===== src/rtl/cdc_handshake_tx.sv =====
`default_nettype none
// ============================================================================
// Module      : cdc_handshake_tx
// Description : Source side of a 4-phase req/ack CDC transfer. Holds one word
//               on data_out, raises req, and waits for synchronized ack to
//               complete the full return-to-zero cycle.
// Revision    : 1.0 - initial release
// ============================================================================
module cdc_handshake_tx #(
  parameter int DATA_WIDTH     = 8,
  parameter int SYNC_STAGES    = 2,
  parameter int TIMEOUT_CYCLES = 1024
) (
  input  logic                  CLK,
  input  logic                  RST,
  input  logic                  src_valid,
  input  logic [DATA_WIDTH-1:0] src_data,
  output logic                  src_ready,
  output logic                  req,
  output logic [DATA_WIDTH-1:0] data_out,
  input  logic                  ack_async,
  output logic                  done,
  output logic                  timeout_err
);

  localparam int c_CNT_W = (TIMEOUT_CYCLES > 0) ? $clog2(TIMEOUT_CYCLES + 1) : 1;
  localparam logic [c_CNT_W-1:0] c_TIMEOUT = c_CNT_W'(TIMEOUT_CYCLES);

  typedef enum logic [1:0] {
    ST_IDLE     = 2'd0,
    ST_REQ_HIGH = 2'd1,
    ST_REQ_LOW  = 2'd2
  } state_t;

  state_t                  r_state;
  state_t                  w_state_next;
  logic [SYNC_STAGES-1:0]  r_sync;
  logic                    w_ack_sync;
  logic                    r_req;
  logic                    w_req_next;
  logic [DATA_WIDTH-1:0]   r_data;
  logic                    w_load;
  logic                    r_done;
  logic                    w_done_next;
  logic [c_CNT_W-1:0]      r_cnt;
  logic [c_CNT_W-1:0]      w_cnt_next;
  logic                    r_timeout;
  logic                    w_timeout_hit;

  assign w_ack_sync  = r_sync[SYNC_STAGES-1];
  assign src_ready   = (r_state == ST_IDLE);
  assign req         = r_req;
  assign data_out    = r_data;
  assign done        = r_done;
  assign timeout_err = r_timeout;

  always_comb begin
    w_state_next  = r_state;
    w_req_next    = r_req;
    w_load        = 1'b0;
    w_done_next   = 1'b0;
    w_cnt_next    = r_cnt;
    w_timeout_hit = 1'b0;

    case (r_state)
      ST_IDLE: begin
        if (src_valid) begin
          w_state_next = ST_REQ_HIGH;
          w_req_next   = 1'b1;
          w_load       = 1'b1;
        end
      end
      ST_REQ_HIGH: begin
        if (w_ack_sync) begin
          w_state_next = ST_REQ_LOW;
          w_req_next   = 1'b0;
        end
      end
      ST_REQ_LOW: begin
        if (!w_ack_sync) begin
          w_state_next = ST_IDLE;
          w_done_next  = 1'b1;
        end
      end
      default: begin
        w_state_next = ST_IDLE;
        w_req_next   = 1'b0;
      end
    endcase

    // Count cycles spent waiting in one state; saturate at the limit.
    if ((w_state_next != r_state) || (r_state == ST_IDLE)) begin
      w_cnt_next = '0;
    end else if (r_cnt != c_TIMEOUT) begin
      w_cnt_next = r_cnt + 1'b1;
    end

    if ((TIMEOUT_CYCLES != 0) && (w_cnt_next == c_TIMEOUT)) begin
      w_timeout_hit = 1'b1;
    end
  end

  always_ff @(posedge CLK) begin
    if (RST) begin
      r_state   <= ST_IDLE;
      r_sync    <= '0;
      r_req     <= 1'b0;
      r_data    <= '0;
      r_done    <= 1'b0;
      r_cnt     <= '0;
      r_timeout <= 1'b0;
    end else begin
      r_state <= w_state_next;
      r_sync  <= {r_sync[SYNC_STAGES-2:0], ack_async};
      r_req   <= w_req_next;
      r_done  <= w_done_next;
      r_cnt   <= w_cnt_next;
      if (w_load) begin
        r_data <= src_data;
      end
      if (w_timeout_hit) begin
        r_timeout <= 1'b1;
      end
    end
  end

endmodule
`default_nettype wire


===== config.mk =====
export PLATFORM = sky130hd
export DESIGN_NAME = cdc_handshake_tx
export DESIGN_NICKNAME = d
export VERILOG_FILES = /design/src/rtl/cdc_handshake_tx.sv
export SDC_FILE = /design/constraint.sdc
export NUM_CORES = 1
export LEC_CHECK = 0
export ABC_AREA = 1
export ABC_CLOCK_PERIOD_IN_PS = 1800
export CAP_MARGIN = 20
export CORE_MARGIN = 2
export CORE_UTILIZATION = 50
export CTS_CLUSTER_SIZE = 24
export DETAILED_ROUTE_END_ITERATION = 12
export GPL_TIMING_DRIVEN = 0
export PLACE_DENSITY = 0.84
export SYNTH_ARGS = -nofsm -noshare
export SYNTH_HDL_FRONTEND = slang
export SYNTH_SLANG_ARGS = --single-unit

===== constraint.sdc =====
create_clock -name CLK -period 1.8 [get_ports CLK]
set_input_delay 0.36 -clock CLK [delete_from_list [all_inputs] [get_ports CLK]]
set_output_delay 0.36 -clock CLK [all_outputs]
set_load 0.005 [all_outputs]

---- Word level (Yosys, flattened, before mapping) ----
Cells that the tools add are included.
Widths: inputs -> output; s select.
word-level totals
  output and inout port bits .............. 12
  flip-flop bits (word level) ............. 26
  bits of input ports ..................... 12
  word-level logic and storage cells ...... 33
operators by class
  equality and inequality tests ........... 7
  muxes and demuxes ....................... 13
  reductions and logical operators ........ 4
  bitwise gates (word level) .............. 1
  $add $sub $neg .......................... 1
operators by type and width
  operator               number
  $mux 11                2
  $add 11x1->11 const B  1
  $eq 11x11->1 const B   1
  $ne 11x11->1 const B   1
  $mux 1                 6
  $mux 2                 3
  $pmux 2 s3             1
  $ne 2x2->1 const B     2
  $pmux 1 s3             1
  $reduce_and 3->1       1
  $eq 2x1->1 const B     1
  $eq 2x2->1 const B     1
  $logic_not 2->1        1
  $ne 2x2->1             1
  $reduce_or 2->1        1
  $logic_or 1x1->1       1
  $not 1->1              1

---- Depth between registers and ports, before layout ----
  depth in word-level cells ............... 7
  depth in mapped cells ................... 11
  gate-level depth less buffers ........... 11

---- Worst setup path after synthesis ----
Ideal clock, no wire load.
  kind .................................... register -> register
  from .................................... reg r_cnt[0]
  to ...................................... reg r_timeout (netlist: timeout_err)
  period minus slack after synthesis ...... 1.364 ns
  arrival time ............................ 1.305 ns
  library setup time ...................... 0.058 ns
  data required time ...................... 1.742 ns
  cell stages (with the launch flop) ...... 12
  setup slack ............................. 0.436 ns
  path buffers ............................ 0
  cells stage by stage .................... dfxtp_1 -> ha_1 -> nand2_1 -> nor2_2 -> nand3_1 -> nand2_1 -> nand2_1 -> nand2_1 -> nand3_1 -> nor2_1 -> nand3_1 -> nand2_1
on the way
  cells in the longest elaborated chain, start to end .. 5
  elaborated cells on any way between the ends .. 6
  those cells by class .................... add/sub: 1; eq/ne: 2; mux: 3
RTL lines
  what                                                  RTL line  RTL
  from (decl)                                           45        logic [c_CNT_W-1:0] r_cnt;
  from (signal assigned)                                117       r_cnt <= w_cnt_next;
  $add 11x1->11 / $ne 11x11->1 (equally long branches)  95, 94
  $mux 11 (*)                                           94        end else if (r_cnt != c_TIMEOUT) begin
  $mux 11 (*)                                           92        if ((w_state_next != r_state) || (r_state == ST_IDLE)) begin
  $eq 11x11->1 (*)                                      98        if ((TIMEOUT_CYCLES != 0) && (w_cnt_next == c_TIMEOUT)) begin
  $mux 1 (*)                                            98
  to (signal assigned)                                  111       r_timeout <= 1'b0;
  to (signal assigned)                                  122       r_timeout <= 1'b1;
  to (decl)                                             47        logic r_timeout;
Mark *: on every way between the ends. The rest lies on a longest branch, timed or not.
A chain may end at the register's enable or synchronous reset.

---- Final worst setup path ----
  from .................................... reg r_state[1]
  to ...................................... out src_ready
on the way
  cells in the longest elaborated chain, start to end .. 1
RTL lines
  what                    RTL line  RTL
  from (decl)             35        state_t r_state;
  from (signal assigned)  113       r_state <= w_state_next;
  $logic_not 2->1         51        assign src_ready = (r_state == ST_IDLE);
  to (decl)               18        output logic src_ready,
No other way between the ends.

==> results.toml <==
[sta]
tns_ps = 0
fin_crit_ps = 1729
maxSlewHeadroom_pct = 68.79
setup_viol = 0
fmax_ghz = 0.5783
fin_skew_ps = 4.053
maxSlewViolCount = 0
min_period_over_period_pct = 96.07
tightest_slew_ps = 468.2
rsz0062_at_grt = "no"
hold_violations = 0

[critical_path]
crit_start = "r_state[1]"
worstSetupStartpointType = "register"
end_kind = "output pin"
critPathMaxFanout = 4
worstSetupPathType = "register to output pin"
endpoint = "src_ready"
reg2reg_slack_ps = 190
worstPathRequired_ps = 1440
r2r_start = "r_cnt[1]"
reg2reg_depth = 11
cp.arrival_ps = 1370
r2r_end = "timeout_err"

[floorplanning]
core.rowCount = 17
die_area_um2 = 2797
die_h_um = 52.89
fp.dieW_um = 52.89
initial_core_util_pct = 53.50
core-area_um2 = 2233
num_io_pins = 24

[synthesis]
synthDistinctLibCells = 20
yosysTopAreaCell = "dfxtp_1"
synth.top_cells.by_area = "dfxtp_1 (44%), nor2_1 (13%), nand2_1 (9.7%)"
netlist_instances = 173
synth_top_area_share_pct = 43.56
ys_seq_elements = 26
synth_fp_nets = 187
synth_area_um2 = 1195
ys_seq_area_share_pct = 43.56
synth.avg_cell_area_um2 = 6.907
ys_warn_count = 0

[global_routing]
grt_start_max_net_pins = 15
grt_pass1_wl_mm = 4.333
grt_use_total_pct = 20.85
overflow = 0
grt_pass1_vias = 1051
antenna_found_initial = 0

[outcome]
status = "finished, final reports clean"

[pwr]
pwr-share-comb_pct = 12.8
p_switching_uw = 243.0
switching_share_pct = 23.38
power.share.clock_pct = 28.2
ir_drop_mv = 0.5077
p_int_uw = 796.6
seq_power_share_pct = 58.9
p_per_area_nw_per_um2 = 696.5
cellLeakagePower_uw = 0.0006395

[clock_network]
clkTransAtPathRegs_ps = 140
post_cts_buffers = 0
cts_root_buffer = "clkbuf_4"
cts_buffers = 3
cts_tree = "yes"
clock_latency_ps = 320
cts.sinks = 26
ctsHtreeMaxLevel = 1
cts_buffer_depth = 2

[final_layout]
multi_input_area_um2 = 585.6
antenna_cells = 0
area_growth_pct = 24.92
fin_area_um2 = 1493
regArea_um2 = 521.8
nets = 214
n_fill_cell = 208
drive_above_1_share_pct = 7.035

[drt]
wl_mm = 2.592
avgRoutedWirePerCell_um = 11.42
drt_iter0_markers = 24
drt-vias-per-instance = 5.040
vias = 1144
first_pass_iters = 4
antenna_left = 0
drc = 0

[min_path]
hold_class = "input port to register"

[place]
port_buffers = 22
place_hpwl_mm = 2.020
post_dp_cell_area_um2 = 1450
gp_congestion = 0.9142

[run]
cap_violations = 0
stage by stage:
step / setup slack (ps) / hold slack (ps) / util, % / std cells / power (uW)
floorplan: 436.3 / 388.3 / - / 173 / 683.1
global placement: 208.2 / 394.0 / 64.93 / 223 / 752.8
detailed placement: 171.4 / 397.9 / 64.93 / 223 / 758.0
CTS: 26.79 / 327.5 / 66.55 / 227 / 1047
global route: 27.73 / 371.8 / 66.83 / 227 / 1087
finish: 70.67 / 324.7 / 66.83 / 227 / 1040
placed cells by master (no fill, tap or decap), types with 3 or more instances in the layout:
| cell type | synthesis | layout |
|---|---|---|
| clkbuf_4 | 0 | 3 |
| nor2_1 | 42 | 41 |
| o21ai_0 | 10 | 10 |
| nor2_2 | 4 | 5 |
| nand2_1 | 31 | 31 |
| xor2_1 | 5 | 5 |
| inv_1 | 19 | 19 |
| dfxtp_1 | 26 | 25 |
| nand3_1 | 18 | 18 |
| clkdlybuf4s50_1 | 0 | 22 |
| clkbuf_1 | 3 | 3 |
cell usage after synthesis:
cell type	number
a21oi_1	2
a21oi_2	1
and3_2	1
buf_1	1
buf_4	1
clkbuf_1	3
dfxtp_1	26
ha_1	2
inv_1	19
nand2_1	31
nand3_1	18
nand4_1	2
nor2_1	42
nor2_2	4
nor3_1	1
nor3b_1	2
nor4_1	1
o21ai_0	10
o21bai_1	1
xor2_1	5
layout make-up:
cell class | instances | share of cell area, %
Timing Repair Buffer | 22 | 14.75
Clock buffer | 4 | 2.431
Tap cell | 28 | 2.347
Inverter | 19 | 4.778
Multi-Input combinational cell | 123 | 39.23
Sequential cell | 26 | 34.95
Buffer | 5 | 1.509
how the worst min path moves through the flow:
stage / startpoint / end / slack [ps] / cells past startpoint
after CTS: RST / r_sync[1] / 330 / 2
after global placement: r_sync[0] / r_sync[1] / 390 / 2
after floorplan: r_sync[0] / r_sync[1] / 390 / 2
after global routing: RST / r_sync[1] / 370 / 2
final: RST / r_sync[1] / 320 / 2
after detailed placement: r_sync[0] / r_sync[1] / 400 / 2
state kept, by name, indices dropped and copies added, names as in the netlist:
register,flops
req,1
done,1
r_state,2
data_out,8
r_sync,2
timeout_err,1
r_cnt,11
per-layer routing:
layer / global-route usage (%) / share of wire (%)
met1: 27.13 / 47
met2: 34.38 / 46
met3: 3.955 / 5.4
met4: 7.265 / 2.0
met5: 0 / 0
cells by family (layout without fill, tap and decap cells):
| logic type | count (synthesis) | in the layout | synth area share, % |
|---|---|---|---|
| simple gates | 102 | 102 | 36.44 |
| flops | 26 | 26 | 43.56 |
| buf+inv | 24 | 50 | 7.853 |
| compound gates | 14 | 14 | 6.388 |
| xor+xnor | 5 | 5 | 3.665 |
| fa+ha+maj | 2 | 2 | 2.094 |
critical path, stage by stage (launching register included):
cell and delay (ps):
dfxtp_1 380, nor2_2 150, clkdlybuf4s50_1 520
power groups by stage:
stage	clock (uW)	sequential [uW]	combinational, uW
6_report	294	613	133
5_1_grt	318	615	153
4_1_cts	301	612	134
3_5_place_dp	0	625	133
3_3_place_gp	0	623	130
2_1_floorplan	0	625	58.1
timing repair:
action	in CTS	in global routing
endpoints found under the setup margin	0	2
hold buffers	0	0
resized for setup	0	3
Power figures use the tool's default switching activity.
